File: src/rtl/multicycle_control.sv
// -----------------------------------------------------------------------------
// multicycle_control
//   Main control FSM of a multicycle CPU.
//   - Decodes the 4-bit opcode.
//   - Sequences the fetch/decode/execute/memory/writeback steps.
//   - Drives the datapath mux/enable lines and the one-hot aluop for ALU
//     control: 001 = add, 010 = sub, 100 = R-type (ALU control uses func).
//
// Memory handshake:
//   mem_read or mem_write is held high for as long as the FSM sits in
//   FETCH, MEM_RD or MEM_WR. The access completes in the cycle where
//   mem_ready is high. If the wait runs MEM_TIMEOUT consecutive cycles
//   without mem_ready, the core raises bus_err and halts. A mem_ready that
//   arrives on that final cycle still completes the access normally.
//
// Ports:
//   clk, rst_n        clock, asynchronous active-low reset
//   opcode[3:0]       IR[15:12], valid from DECODE onward
//   mem_ready         memory completes the current read/write this cycle
//   aluop[2:0]        one-hot ALU class (000 = none)
//   alu_src_a         0=PC, 1=regA
//   alu_src_b[1:0]    00=regB, 01=1, 10=sign-ext imm, 11=sign-ext offset
//   pc_write          unconditional PC load
//   pc_write_cond     PC load if ALU zero
//   pc_src[1:0]       00=ALU result, 01=ALUOut, 10=jump target
//   iord              0=PC addresses memory, 1=ALUOut
//   mem_read          memory read request
//   mem_write         memory write request
//   ir_write          IR load
//   reg_write         register file write
//   reg_dst           0=rt, 1=rd
//   mem_to_reg        0=ALUOut, 1=MDR
//   halted            core stopped (HALT or bus error)
//   illegal           sticky: undefined opcode seen
//   bus_err           sticky: memory timeout
//   retired[CNT_W-1:0] retired-instruction count, wraps
//   dbg_state[3:0]    current FSM state encoding, for observation only
// -----------------------------------------------------------------------------
module multicycle_control #(
    parameter int MEM_TIMEOUT = 15,
    parameter int CNT_W       = 16
) (
    input  logic             clk,
    input  logic             rst_n,
    input  logic [3:0]       opcode,
    input  logic             mem_ready,
    output logic [2:0]       aluop,
    output logic             alu_src_a,
    output logic [1:0]       alu_src_b,
    output logic             pc_write,
    output logic             pc_write_cond,
    output logic [1:0]       pc_src,
    output logic             iord,
    output logic             mem_read,
    output logic             mem_write,
    output logic             ir_write,
    output logic             reg_write,
    output logic             reg_dst,
    output logic             mem_to_reg,
    output logic             halted,
    output logic             illegal,
    output logic             bus_err,
    output logic [CNT_W-1:0] retired,
    output logic [3:0]       dbg_state
);

    localparam int WAIT_W = (MEM_TIMEOUT > 1) ? $clog2(MEM_TIMEOUT) : 1;

    typedef enum logic [3:0] {
        S_IDLE     = 4'd0,
        S_FETCH    = 4'd1,
        S_DECODE   = 4'd2,
        S_EXEC_R   = 4'd3,
        S_WB_R     = 4'd4,
        S_EXEC_I   = 4'd5,
        S_WB_I     = 4'd6,
        S_MEM_ADDR = 4'd7,
        S_MEM_RD   = 4'd8,
        S_WB_MEM   = 4'd9,
        S_MEM_WR   = 4'd10,
        S_BRANCH   = 4'd11,
        S_JUMP     = 4'd12,
        S_HALT     = 4'd13
    } state_t;

    state_t            r_state;
    state_t            w_next;
    logic [WAIT_W-1:0] r_wait;
    logic [CNT_W-1:0]  r_retired;
    logic              r_illegal;
    logic              r_bus_err;
    logic              w_wait_state;
    logic              w_wait_lim;
    logic              w_timeout;
    logic              w_retire;
    logic              w_illegal_op;

    assign w_wait_state = (r_state == S_FETCH) || (r_state == S_MEM_RD) ||
                          (r_state == S_MEM_WR);
    // Last permitted wait cycle with no ready: this one becomes the timeout.
    assign w_wait_lim   = (r_wait == WAIT_W'(MEM_TIMEOUT - 1)) && !mem_ready;

    // State register
    always_ff @(posedge clk or negedge rst_n) begin
        if (!rst_n) begin
            r_state <= S_IDLE;
        end else begin
            r_state <= w_next;
        end
    end

    // Wait counter, sticky flags, retirement counter
    always_ff @(posedge clk or negedge rst_n) begin
        if (!rst_n) begin
            r_wait    <= '0;
            r_retired <= '0;
            r_illegal <= 1'b0;
            r_bus_err <= 1'b0;
        end else begin
            // Staying in a wait state means mem_ready was low this cycle.
            // Any state change clears the counter for the next wait.
            if (w_wait_state && (w_next == r_state)) begin
                r_wait <= r_wait + WAIT_W'(1);
            end else begin
                r_wait <= '0;
            end
            if (w_retire) begin
                r_retired <= r_retired + CNT_W'(1);
            end
            if (w_illegal_op) begin
                r_illegal <= 1'b1;
            end
            if (w_timeout) begin
                r_bus_err <= 1'b1;
            end
        end
    end

    // Next-state logic
    always_comb begin
        w_next       = r_state;
        w_timeout    = 1'b0;
        w_retire     = 1'b0;
        w_illegal_op = 1'b0;
        case (r_state)
            S_IDLE: w_next = S_FETCH;
            S_FETCH: begin
                if (mem_ready) begin
                    w_next = S_DECODE;
                end else if (w_wait_lim) begin
                    w_next    = S_HALT;
                    w_timeout = 1'b1;
                end
            end
            S_DECODE: begin
                case (opcode)
                    4'b0000: w_next = S_EXEC_R;
                    4'b0001: w_next = S_EXEC_I;
                    4'b0010,
                    4'b0011: w_next = S_MEM_ADDR;
                    4'b0100: w_next = S_BRANCH;
                    4'b0101: w_next = S_JUMP;
                    4'b1111: w_next = S_HALT;
                    default: begin
                        w_next       = S_FETCH;
                        w_illegal_op = 1'b1;
                    end
                endcase
            end
            S_EXEC_R: w_next = S_WB_R;
            S_WB_R: begin
                w_next   = S_FETCH;
                w_retire = 1'b1;
            end
            S_EXEC_I: w_next = S_WB_I;
            S_WB_I: begin
                w_next   = S_FETCH;
                w_retire = 1'b1;
            end
            // Only 0010 (load) and 0011 (store) reach here; bit 0 selects.
            S_MEM_ADDR: w_next = opcode[0] ? S_MEM_WR : S_MEM_RD;
            S_MEM_RD: begin
                if (mem_ready) begin
                    w_next = S_WB_MEM;
                end else if (w_wait_lim) begin
                    w_next    = S_HALT;
                    w_timeout = 1'b1;
                end
            end
            S_WB_MEM: begin
                w_next   = S_FETCH;
                w_retire = 1'b1;
            end
            S_MEM_WR: begin
                if (mem_ready) begin
                    w_next   = S_FETCH;
                    w_retire = 1'b1;
                end else if (w_wait_lim) begin
                    w_next    = S_HALT;
                    w_timeout = 1'b1;
                end
            end
            S_BRANCH: begin
                w_next   = S_FETCH;
                w_retire = 1'b1;
            end
            S_JUMP: begin
                w_next   = S_FETCH;
                w_retire = 1'b1;
            end
            S_HALT:  w_next = S_HALT;
            default: w_next = S_IDLE;
        endcase
    end

    // Output decode (Moore, except IR/PC write in FETCH which follow mem_ready)
    always_comb begin
        aluop         = 3'b000;
        alu_src_a     = 1'b0;
        alu_src_b     = 2'b00;
        pc_write      = 1'b0;
        pc_write_cond = 1'b0;
        pc_src        = 2'b00;
        iord          = 1'b0;
        mem_read      = 1'b0;
        mem_write     = 1'b0;
        ir_write      = 1'b0;
        reg_write     = 1'b0;
        reg_dst       = 1'b0;
        mem_to_reg    = 1'b0;
        halted        = 1'b0;
        case (r_state)
            S_FETCH: begin
                mem_read  = 1'b1;
                alu_src_b = 2'b01;
                aluop     = 3'b001;
                ir_write  = mem_ready;
                pc_write  = mem_ready;
            end
            S_DECODE: begin
                alu_src_b = 2'b11;
                aluop     = 3'b001;
            end
            S_EXEC_R: begin
                alu_src_a = 1'b1;
                aluop     = 3'b100;
            end
            S_WB_R: begin
                reg_write = 1'b1;
                reg_dst   = 1'b1;
            end
            S_EXEC_I, S_MEM_ADDR: begin
                alu_src_a = 1'b1;
                alu_src_b = 2'b10;
                aluop     = 3'b001;
            end
            S_WB_I: reg_write = 1'b1;
            S_MEM_RD: begin
                mem_read = 1'b1;
                iord     = 1'b1;
            end
            S_WB_MEM: begin
                reg_write  = 1'b1;
                mem_to_reg = 1'b1;
            end
            S_MEM_WR: begin
                mem_write = 1'b1;
                iord      = 1'b1;
            end
            S_BRANCH: begin
                alu_src_a     = 1'b1;
                aluop         = 3'b010;
                pc_write_cond = 1'b1;
                pc_src        = 2'b01;
            end
            S_JUMP: begin
                pc_write = 1'b1;
                pc_src   = 2'b10;
            end
            S_HALT:  halted = 1'b1;
            default: ;
        endcase
    end

    assign illegal   = r_illegal;
    assign bus_err   = r_bus_err;
    assign retired   = r_retired;
    assign dbg_state = r_state;

endmodule

File: config.mk
export PLATFORM = sky130hd
export DESIGN_NAME = multicycle_control
export DESIGN_NICKNAME = d
export VERILOG_FILES = /design/src/rtl/multicycle_control.sv
export SDC_FILE = /design/constraint.sdc
export NUM_CORES = 1
export LEC_CHECK = 0
export ABC_CLOCK_PERIOD_IN_PS = 4600
export CAP_MARGIN = 0
export CORE_MARGIN = 3
export CORE_UTILIZATION = 50
export CTS_CLUSTER_SIZE = 8
export DETAILED_ROUTE_END_ITERATION = 16
export PLACE_DENSITY = 0.84
export SLEW_MARGIN = 20
export SYNTH_ARGS = -nofsm -noshare
export SYNTH_HDL_FRONTEND = slang
export SYNTH_SLANG_ARGS = --single-unit
File: constraint.sdc
create_clock -name clk -period 4.6 [get_ports clk]
set_input_delay 0.92 -clock clk [delete_from_list [all_inputs] [get_ports clk]]
set_output_delay 0.92 -clock clk [all_outputs]
set_load 0.03 [all_outputs]
# [Yosys cells after proc, flatten, opt, wreduce, memory -nomap -nowiden]
# Index checks and enable logic that the tools add are counted.
[word_totals] reg_bits=26 elab_cells=75 in_bits=7 out_inout_bits=40
[classes] eq_ne=21 mux=29 n_addsub=2 reduce_logical=18
[ops] operator="4-bit one-hot mux with 9 select lines" n=1
[ops] operator="4-bit == test, second input constant" n=8
[ops] operator="4-bit by 3-bit == test with 1-bit output, second input constant" n=6
[ops] operator="4-bit one-hot mux with 6 select lines" n=1
[ops] operator="4-bit two-way mux" n=5
[ops] operator="16-bit by 1-bit adder with 16-bit output, second input constant" n=1
[ops] operator="4-bit by 2-bit == test with 1-bit output, second input constant" n=4
[ops] operator="1-bit two-way mux" n=16
[ops] operator="3-bit one-hot mux with 3 select lines" n=1
[ops] operator="4-bit by 1-bit == test with 1-bit output, second input constant" n=2
[ops] operator="4-bit logical NOT" n=2
[ops] operator="2-bit OR reduction" n=4
[ops] operator="4-bit OR reduction" n=2
[ops] operator="7-bit OR reduction" n=1
[ops] operator="2-bit one-hot mux with 3 select lines" n=1
[ops] operator="3-bit OR reduction" n=2
[ops] operator="6-bit OR reduction" n=1
[ops] operator="5-bit OR reduction" n=1
[ops] operator="4-bit by 1-bit adder with 4-bit output, second input constant" n=1
[ops] operator="4-bit == test" n=1
[ops] operator="1-bit one-hot mux with 2 select lines" n=2
[ops] operator="2-bit one-hot mux with 2 select lines" n=1
[ops] operator="1-bit logical AND" n=2
[ops] operator="1-bit logical OR" n=2
[ops] operator="2 further kinds" n=2

# [Longest topological paths before layout]
# Gate-level depths: netlist of the first run.
[logic_depth] ltp_word=8 depth_mapped=7 ltp_nobuf=6

# [Worst setup path before layout of the first run]
# Ideal clock, no wire load.
[synth_path] kind="input to output" start="in mem_ready" end="out pc_write" arrival_time_ns=2.313 required_ns=3.680 slack_ns=1.367 n_path_buf=0 path_stages=3 path_cell_list="inv_1 -> nor4_1 -> or2_2"
[synth_via] elab_chain_cells=1
[synth_rtl] element="start, declared" line="46" text="input logic mem_ready,"
[synth_rtl] element="1-bit one-hot mux with 2 select lines" line="232" text="case (r_state)"
[synth_rtl] element="end, declared" line="50" text="output logic pc_write,"
# No other way between the ends.

# [Final worst setup path of the first run]
# Ends and elaborated chain as after synthesis.

==> results of run 1 <==
-- per-stage QoR --
stage | std cells | hold slack [ns] | utilization [%] | setup WS [ns]
6_report | 255 | 0.476 | 72.0 | 0.916
5_1_grt | 255 | 0.489 | 72.0 | 0.779
4_1_cts | 255 | 0.481 | 72.2 | 0.950
3_5_place_dp | 251 | 0.455 | 70.3 | 0.952
3_3_place_gp | 251 | 0.455 | 70.3 | 0.967
2_1_floorplan | 174 | 0.454 | - | 1.37
-- kinds of logic (layout without fill, tap and decap cells) --
group,count (synthesis),after routing,share of synthesized area [%]
flops,26,26,41.2
simple gates,82,82,26.9
buf+inv,15,54,5.31
compound gates,29,29,13.7
xor+xnor,19,19,10.5
fa+ha+maj,3,3,2.38
-- final cells by class --
cell class | count | area (µm²)
clock inverter | 1 | 30.0
timing repair buffer | 46 | 455
tap | 42 | 52.6
sequential | 26 | 651
inverter | 4 | 15.0
clock buffer | 3 | 22.5
multi-input combinational | 133 | 845
fill | 237 | 806
-- per-layer routing --
metal  share of wire [%]  vias to the layer above  global-route usage (%)  wire length, µm
li1                    -                      692                       -                -
met3                 5.9                       10                    3.60              234
met5                   0                        -                       0                0
met2                  50                       56                    33.9             1990
met1                  43                      717                    29.1             1700
met4                 1.8                        0                    7.73               72
-- flip-flops by register name, indices dropped and copies added (netlist names) --
register and cells:
dbg_state 4, illegal 1, retired 16, bus_err 1, r_wait 4
-- synth_stat cells, types with 2 or more instances --
cell	count
buf_6	3
inv_1	4
dfrtp_1	26
nor2_1	16
o22ai_1	2
nor2b_1	2
nand4_1	4
ha_1	3
nand2b_1	6
a21oi_1	6
o221ai_1	2
clkbuf_1	6
nor3_1	9
o21ai_0	5
xor2_1	14
or2_2	2
nor4_1	6
xnor2_1	5
nand2_1	20
nand3_1	9
a31o_2	2
-- final timing paths --
| kind | end | from | depth (start not counted) | slack (ns) |
|---|---|---|---|---|
| setup / recovery | pc_write | mem_ready | 5 | 0.92 |
| hold / removal | retired[15] | retired[15] | 1 | 0.48 |
| setup reg to reg | retired[15] | dbg_state[3] | 4 | 2.57 |
| hold reg to reg | retired[15] | retired[15] | 1 | 0.48 |
| max in group asynchronous | retired[1] | rst_n | 1 | 3.67 |
| min in group asynchronous | dbg_state[2] | rst_n | 1 | 0.56 |
-- worst max-delay path: stages --
cell and delay (ns):
clkdlybuf4s50_1 0.61, inv_1 0.09, nor4_1 0.30, or2_2 0.19
clkdlybuf4s50_1 0.66
-- report_power, final --
part | leakage [µW] | internal, µW | switching (µW)
logic | 0.000519 | 277 | 399
clock network | 0.0000279 | 88.2 | 72.5
registers | 0.000348 | 268 | 112
total | 0.000894 | 634 | 584
==> flow_metrics.py, run 1 <==
metrics = {
    "placed_design": {
        "io_buffers": 46,
        "dp_hpwl_um": 2920,
        "place_area_um2": 2020,
        "gp_congestion": 0.860,
    },
    "floorplan": {
        "core_um2": 2880,
        "dieArea_um2": 3870,
        "num_rows": 19,
        "start_util_pct": 54.9,
        "chipWidth_um": 62.2,
        "ioPinCount": 47,
        "dieHeight_um": 62.2,
    },
    "detailed_routing": {
        "drtPass1Iterations": 4,
        "ant_nets": 0,
        "totalWireLength_um": 3990,
        "avgRoutedWirePerCell_um": 15.6,
        "dr_total_vias": 1475,
        "drc": 0,
        "drt_iter0_markers": 81,
        "viasPerCell": 5.78,
    },
    "timing": {
        "setup_tns_ns": 0,
        "setup_viol": 0,
        "drv_slew": 0,
        "final_hold_viol_count": 0,
        "rsz0062_at_grt": "false",
        "worst_pin_slew_ns": 0.817,
        "min_period_ns": 3.68,
        "skew_ns": 0.00343,
        "fmax_mhz": 271,
        "slew_headroom_pct": 45.5,
        "post-route-period-util_pct": 80.1,
    },
    "job": {
        "maxCapViolCount": 0,
    },
    "power": {
        "leakagePower_uw": 0.000894,
        "total_power_uw": 1220,
        "pwr_density_cell_nw_per_um2": 588,
        "peakVddDrop_mv": 0.418,
    },
    "final_layout": {
        "finalNetCount": 224,
        "antennaDiodeCount": 0,
        "drive_gt1_share_pct": 5.63,
        "final_cell_mix": "clkdlybuf4s50_1, dfrtp_1, nand2_1, nor2_1, xor2_1",
        "syn2layout_area_growth_pct": 31.1,
        "design_area_um2": 2070,
        "final_common_cell": "clkdlybuf4s50_1",
    },
    "grt": {
        "grt_pass1_vias": 1411,
        "grt_pass1_wl_um": 6780,
        "grt_max_degree": 27,
        "grt_antenna_before_repair": 0,
        "gr-total-overflow": 0,
        "grt_usage_pct": 21.2,
    },
    "synthesis": {
        "ys_async_sr_fraction_pct": 100,
        "yosysWarnings": 0,
        "synth_top_area_share_pct": 41.2,
        "synth.cell_area_um2": 1580,
        "yosysSeqAreaShare_pct": 41.2,
        "synth_enable_flop_cells": 0,
        "synth_flop_cell": "dfrtp_1",
        "yosys-top-cells-area": "dfrtp_1, xor2_1, nand2_1",
        "yosysTopAreaCell": "dfrtp_1",
        "synth_cell_types": 43,
        "syn_area_per_cell_um2": 9.07,
        "ys_seq_elements": 26,
        "syn-instance-count": 174,
        "synth_nets": 184,
    },
    "min_path": {
        "hold_path.class": "register to register",
    },
    "outcome": {
        "outcome": "finished clean",
    },
    "clocking": {
        "clk_latency_ns": 0.33,
        "max-clock-path-buffers": 2,
        "cts.htree.levels": 1,
        "cts_root_buf": "clkbuf_4",
        "cts.sinks": 26,
        "post_cts_resized": 0,
        "clk_pin_slew_worst_paths_ns": 0.15,
        "tritoncts": "built",
        "postCtsHoldBufs": 0,
        "cts_buffers": 3,
        "postCtsSetupRepairBufs": 0,
    },
    "setup_path": {
        "cp-end-kind": "output pin",
        "start_kind": "primary input",
        "arrival_ns": 2.76,
        "worst-setup-path-type": "primary input to output pin",
        "critPathMaxFanout": 7,
        "required_ns": 3.68,
    },
}
(Power assumes the default switching activity.)
==> run 2: changes to the inputs <==
Settings changed: ABC_CLOCK_PERIOD_IN_PS 4600 to 3700, CORE_UTILIZATION 50 to 47, PLACE_DENSITY 0.84 to 0.8.
Clock period 4.6 ns to 3.7 ns, I/O delays scaled along.
==> flow_metrics.py, run 2 (synthesized netlist as in run 1, its figures left out) <==
metrics = {
    "outcome": {
        "outcome": "finished clean",
    },
    "power": {
        "pwr_density_cell_nw_per_um2": 720,
        "peakVddDrop_mv": 0.351,
        "leakagePower_uw": 0.000904,
        "total_power_uw": 1510,
    },
    "grt": {
        "gr-total-overflow": 0,
        "grt_pass1_vias": 1388,
        "grt_pass1_wl_um": 6400,
        "grt_max_degree": 27,
        "grt_usage_pct": 18.9,
        "grt_antenna_before_repair": 0,
    },
    "final_layout": {
        "final_common_cell": "clkdlybuf4s50_1",
        "multi_input_area_um2": 845,
        "antennaDiodeCount": 0,
        "largest_reg_flops": 16,
        "final_cell_mix": "clkdlybuf4s50_1, dfrtp_1, nand2_1, nor2_1, xor2_1",
        "ff_latch_area_um2": 651,
        "design_area_um2": 2090,
        "finalNetCount": 226,
        "fillers": 266,
        "syn2layout_area_growth_pct": 32.6,
        "drive_gt1_share_pct": 6.05,
    },
    "timing": {
        "setup_ws_ns": 0.342,
        "setup_tns_ns": 0,
        "post-route-period-util_pct": 90.8,
        "worst_pin_slew_ns": 0.798,
        "rsz0062_at_grt": "false",
        "drv_slew": 0,
        "hold_ws_ns": 0.484,
        "min_period_ns": 3.36,
        "skew_ns": 0.00887,
        "fmax_mhz": 298,
        "final_hold_viol_count": 0,
        "setup_viol": 0,
        "slew_headroom_pct": 46.8,
    },
    "floorplan": {
        "ioPinCount": 47,
        "start_util_pct": 50.5,
        "num_rows": 20,
        "chipWidth_um": 64.0,
        "core_um2": 3130,
        "dieHeight_um": 64.0,
        "dieArea_um2": 4090,
    },
    "clocking": {
        "clk_pin_slew_worst_paths_ns": 0.13,
        "cts.htree.levels": 1,
        "cts_root_buf": "clkbuf_4",
        "postCtsSetupRepairBufs": 0,
        "max-clock-path-buffers": 2,
        "postCtsHoldBufs": 0,
        "cts.sinks": 26,
        "clk_latency_ns": 0.32,
        "post_cts_resized": 0,
        "cts_buffers": 3,
        "tritoncts": "built",
    },
    "detailed_routing": {
        "drtPass1Iterations": 4,
        "drt_iter0_markers": 75,
        "drc": 0,
        "dr_total_vias": 1461,
        "avgRoutedWirePerCell_um": 14.7,
        "ant_nets": 0,
        "viasPerCell": 5.64,
        "totalWireLength_um": 3810,
    },
    "placed_design": {
        "dp_hpwl_um": 2850,
        "place_ws_ns": 0.371,
        "gp_congestion": 0.814,
        "io_buffers": 46,
        "place_area_um2": 2040,
    },
    "setup_path": {
        "critPathMaxFanout": 7,
        "arrival_ns": 2.62,
        "worst-setup-path-type": "primary input to output pin",
        "start_kind": "primary input",
        "required_ns": 2.96,
        "cp-end-kind": "output pin",
    },
    "job": {
        "maxCapViolCount": 0,
    },
    "min_path": {
        "hold_path.class": "register to register",
    },
}
==> run 2: changes by cell type in the layout (fill, tap and decap cells not counted) <==
| cell | before | now |
|---|---|---|
| buf_2 | 1 | 0 |
| buf_4 | 0 | 2 |
| clkdlybuf4s50_1 | 45 | 46 |
==> run 2: cell type report <==
class                           instances  share of cell area (%)
Clock buffer                            3                    1.08
Clock inverter                          1                    1.43
Inverter                                4                   0.717
Multi-Input combinational cell        133                    40.3
Sequential cell                        26                    31.1
Tap cell                               44                    2.63
Timing Repair Buffer                   48                    22.7
==> run 2: final timing paths <==
check	slack [ns]	end	cells past startpoint	startpoint
worst min-delay path	0.48	illegal	1	illegal
min in group asynchronous	0.77	retired[13]	2	rst_n
max in group asynchronous	2.68	r_wait[1]	2	rst_n
worst min register to register	0.48	illegal	1	illegal
worst max register to register	1.71	retired[9]	4	dbg_state[3]
worst max-delay path	0.34	pc_write	5	mem_ready
==> run 2: per-layer routing <==
metal / share of wire, % / GRT usage (%) / wire length [µm]
met1: 42 / 23.5 / 1580
met2: 52 / 33.9 / 1990
met3: 5.0 / 3.87 / 192
met4: 1.2 / 3.23 / 46
met5: 0 / 0 / 0
==> run 2: report_power, final <==
| part | internal, µW | total [µW] | switching [µW] | leakage [µW] |
|---|---|---|---|---|
| clock network | 109 | 193 | 83.5 | 0.0000279 |
| logic | 350 | 849 | 499 | 0.000529 |
| registers | 334 | 465 | 131 | 0.000348 |
| total | 794 | 1510 | 713 | 0.000904 |
==> run 2: metrics by stage <==
stage / utilization (%) / instances
3_3_place_gp: 65.2 / 255
6_report: 66.9 / 259
4_1_cts: 66.9 / 259
3_5_place_dp: 65.2 / 255
5_1_grt: 66.9 / 259
2_1_floorplan: - / 174
==> run 2: critical path, cell delays in order <==
cell and delay [ns]:
clkdlybuf4s50_1 0.61, inv_1 0.09, nor4_1 0.34, or2_2 0.18, clkdlybuf4s50_1 0.66
==> edit 1: new RTL, config.mk and constraints of run 1 <==
The parameter `MEM_TIMEOUT` goes from 15 to 30.
--- a/src/rtl/multicycle_control.sv
+++ b/src/rtl/multicycle_control.sv
@@ -39,3 +39,3 @@
 module multicycle_control #(
-    parameter int MEM_TIMEOUT = 15,
+    parameter int MEM_TIMEOUT = 30,
     parameter int CNT_W       = 16
Function: no difference found for any inputs over 10 cycles, from zero or initial values and one cycle with rst_n low; that may be too few to reach the edited logic, so the function may still have changed.
==> edit 1 against run 1 <==
Area after synthesis increased by 8.2%. Fmax down 2.3%. Utilization down 2.9 points. Synthesized cell count is 2.3% higher. Critical path depth did not move. Combinational power is 5.8% higher. Total power rose by 0.36%. Final area up 5.2%. Sequential share of layout area fell by 0.40 points. Setup slack worse by 0.087 ns. Global-route usage decreased by 1.5 points. Sequential cell count grew 1. Wire length shrank 3.8%. Critical path type unchanged. Critical endpoint unchanged. Largest cell class unchanged.
==> edit 1: results (changes against run 1) <==
top cells by area, synth: dfrtp_1 40%, xor2_1 6.2%, xnor2_1 4.1%, nor2_1 3.3%, nand2b_1 2.9%
FF+latch count: 27 (+3.8%)
distinct cell type count after synthesis: 48 (+12%)
Seq/Total Area, Yosys: 0.396 (-0.0164)
Mapped Nets: 188 (+2.2%)
relative slew slack: 0.490 (+0.0349)
status: finished, final reports clean
commonest cells in the synthesized netlist: 27 x dfrtp_1, 15 x nor2_1, 12 x xor2_1
gpl congestion: 0.804 (-6.5%)
largest net degree at the start of global routing: 28 (+3.7%)
placed wire-length estimate: 2890 µm (-1.1%)
multi-input gate share of the layout cell area: 0.436 (+0.0281)
antenna violations before repair: 0 (unchanged)
GRT Total Usage: 0.197 (-0.0152)
vias in the first global route: 1,436 (+1.8%)
Synth Area in Adders: 0.0220 (-0.00179)
Detailed Route Iter0 Violations: 76 (-6.2%)
Non-clk invs: 4 (unchanged)
Final clock-cell share: 0.0126 (-0.0127)
CTS root buf: clkbuf_4
Worst Skew: 0.0102 ns (+0.00677 ns)
leakage power: 0.934 nW (+4.4%)
multi-input combinational cell count: 135 (+1.5%)
total number of vias: 1,483 (+0.54%)
Seq. cell area: 676 µm² (+3.8%)
Layout non-clock buf frac: 0.209 (-0.0109)
Filler cells: 250 (+5.5%)
Final nets: 227 (+1.3%)
fraction of layout cells with a size suffix above 1: 0.0880 (+0.0316)
crit-path max FO: 10 (+3)
WL/cell: 14.8 µm (-5.7%)
Clock Pin Slew Worst Setup and Hold Paths: 0.13 ns (-0.02 ns)
mux contribution to synthesized area: 0.00659 (+0.00659)
VDD IR max: 0.000290 V (-31%)
crit path DAT: 2.85 ns (+0.09 ns)
first-pass GRT wire length: 6560 µm (-3.2%)
xor/xnor share of the synthesized area: 0.103 (-0.00282)
Synth Area in Compound Gates: 0.136 (-0.000820)
## edit 1: cell types whose count changed in the layout (fill, tap and decap cells not counted), sizes merged, moves of 3 or more
cell    before  now
xnor2        5    8
o211ai       1    4
and4         1    4
and3         1    4
nor2b        2    6
nor4         6    3
nand2       20    9
## edit 1: worst paths after layout
| kind | startpoint | end | slack, ns | depth (start not counted) |
|---|---|---|---|---|
| worst min register to register | illegal | illegal | 0.48 | 1 |
| min in group asynchronous | rst_n | retired[13] | 0.56 | 1 |
| worst min-delay path | illegal | illegal | 0.48 | 1 |
| max in group asynchronous | rst_n | r_wait[3] | 3.64 | 1 |
| worst max-delay path | mem_ready | pc_write | 0.83 | 5 |
| worst max register to register | dbg_state[2] | retired[1] | 2.36 | 3 |
## edit 1: per-layer routing
layer | share of wire | GRT usage | wire length [µm] | up-vias
met5 | 0 | 0 | 0 | -
met4 | 0.0026 | 0.0396 | 10 | 0
met3 | 0.052 | 0.0451 | 198 | 2
met2 | 0.55 | 0.354 | 2090 | 46
met1 | 0.40 | 0.241 | 1540 | 726
li1 | - | - | - | 709
## edit 1: worst max-delay path: stages
cell and delay [ns]:
clkdlybuf4s50_1 0.65, inv_1 0.14, nor3_1 0.30, or2_2 0.17, clkdlybuf4s50_1 0.67
## edit 1: through the flow
stage	power (W)	area, µm²	setup slack (ns)	hold slack [ns]	instances
2_1_floorplan	0.000877	1710	1.44	0.473	178
3_3_place_gp	0.00111	2160	0.985	0.445	256
3_5_place_dp	0.00113	2150	0.856	0.448	256
4_1_cts	0.00123	2180	0.856	0.483	260
5_1_grt	0.00131	2180	0.752	0.495	260
6_report	0.00122	2180	0.829	0.478	260
## edit 1: report_power, final
part	leakage, nW	internal, W	switching [W]
registers	0.360	0.000280	0.000125
logic	0.556	0.000304	0.000413
clock network	0.0177	0.0000326	0.0000682
==> edit 2: new RTL, settings of run 1 <==
Without the edit above. Register the output `retired` once more, without a reset; this adds one clock of latency there. The other outputs are not delayed to match.
--- a/src/rtl/multicycle_control.sv
+++ b/src/rtl/multicycle_control.sv
@@ -286,3 +286,5 @@
     assign bus_err   = r_bus_err;
-    assign retired   = r_retired;
+    always_ff @(posedge clk) begin
+        retired <= r_retired;
+    end
     assign dbg_state = r_state;
Formal check against the unedited RTL: not equivalent (Yosys sat finds a counterexample within 10 cycles, from zero or initial values and one cycle with rst_n low).
==> edit 2 against run 1 <==
Largest cell class is now registers. Final area increased by 22%. Combinational power decreased by 3%. Setup slack better by 0.15 ns. Area after synthesis rose by 26%. Wire length shrank 3.1%. Total power increased by 19%. Final cell count is 12% higher. Sequential cell count increased by 16.
==> edit 2: results (changes against run 1) <==
Non-Filler Instances: 285 (+12%)
Final nets: 246 (+9.8%)
syn avg cell area: 10.3 µm² (+13%)
fraction of layout cells with a size suffix above 1: 0.0717 (+0.0154)
GRT Total Usage: 0.165 (-0.0477)
Core ar.: 3740 µm² (+30%)
xor/xnor share of the synthesized area: 0.0877 (-0.0177)
Buffers excl. clock: 47 (+2.2%)
Seq/total area: 0.383 (+0.0686)
Post-DP Area: 2450 µm² (+21%)
status: finished, final reports clean
multi-input logic area: 932 µm² (+10%)
WL/cell: 13.6 µm (-13%)
Placed Cells: 277 (+10%)
Skew-Pair Late Insertion Delay: 0.30 ns (-0.03 ns)
commonest cells in the synthesized netlist: 26 x dfrtp_1, 19 x nor2_1, 16 x dfxtp_1
placed wire-length estimate: 2700 µm (-7.6%)
Detailed Route Iter0 Violations: 113 (+40%)
mux contribution to synthesized area: 0.0107 (+0.0107)
VDD IR max: 0.000413 V (-1.4%)
M1 wire length: 1820 µm (+7.1%)
Layout non-clock buf frac: 0.185 (-0.0354)
Filler cells: 297 (+25%)
Synth Area in Adders: 0.0188 (-0.00497)
Seq/Total Area, Yosys: 0.486 (+0.0742)
Seq. cell area: 971 µm² (+49%)
Global Route met1 Usage: 0.224 (-0.0670)
Worst Skew: 0.00985 ns (+0.00642 ns)
distinct cell type count after synthesis: 46 (+7.0%)
routing usage on met2: 0.253 (-0.0855)
Final clock-cell share: 0.0355 (+0.0101)
[edit 2: cell types whose count changed in the layout (fill, tap and decap cells not counted), sizes merged, moves of 3 or more]
cell	delta
nor3	+3
nor3b	+3
nand2	-9
nor2b	+3
and3	+4
dfxtp	+16
nor2	+3
[edit 2: stage by stage]
| stage | power, W | worst slack, ns |
|---|---|---|
| global route | 0.00153 | 0.966 |
| global placement | 0.00121 | 1.09 |
| CTS | 0.00146 | 1.07 |
| finish | 0.00145 | 1.07 |
| detailed placement | 0.00122 | 1.08 |
| floorplan | 0.00101 | 1.82 |
[edit 2: critical path: stages]
cell and delay (ns):
clkdlybuf4s50_1 0.58, and3_1 0.24, or2_2 0.28, clkdlybuf4s50_1 0.59
[edit 2: power breakdown]
part,internal [W],total [W],switching [W],leakage (nW)
clock network,0.000107,0.000238,0.000131,0.0441
registers,0.000427,0.000550,0.000122,0.476
logic,0.000287,0.000660,0.000372,0.564
total,0.000821,0.00145,0.000626,1.08
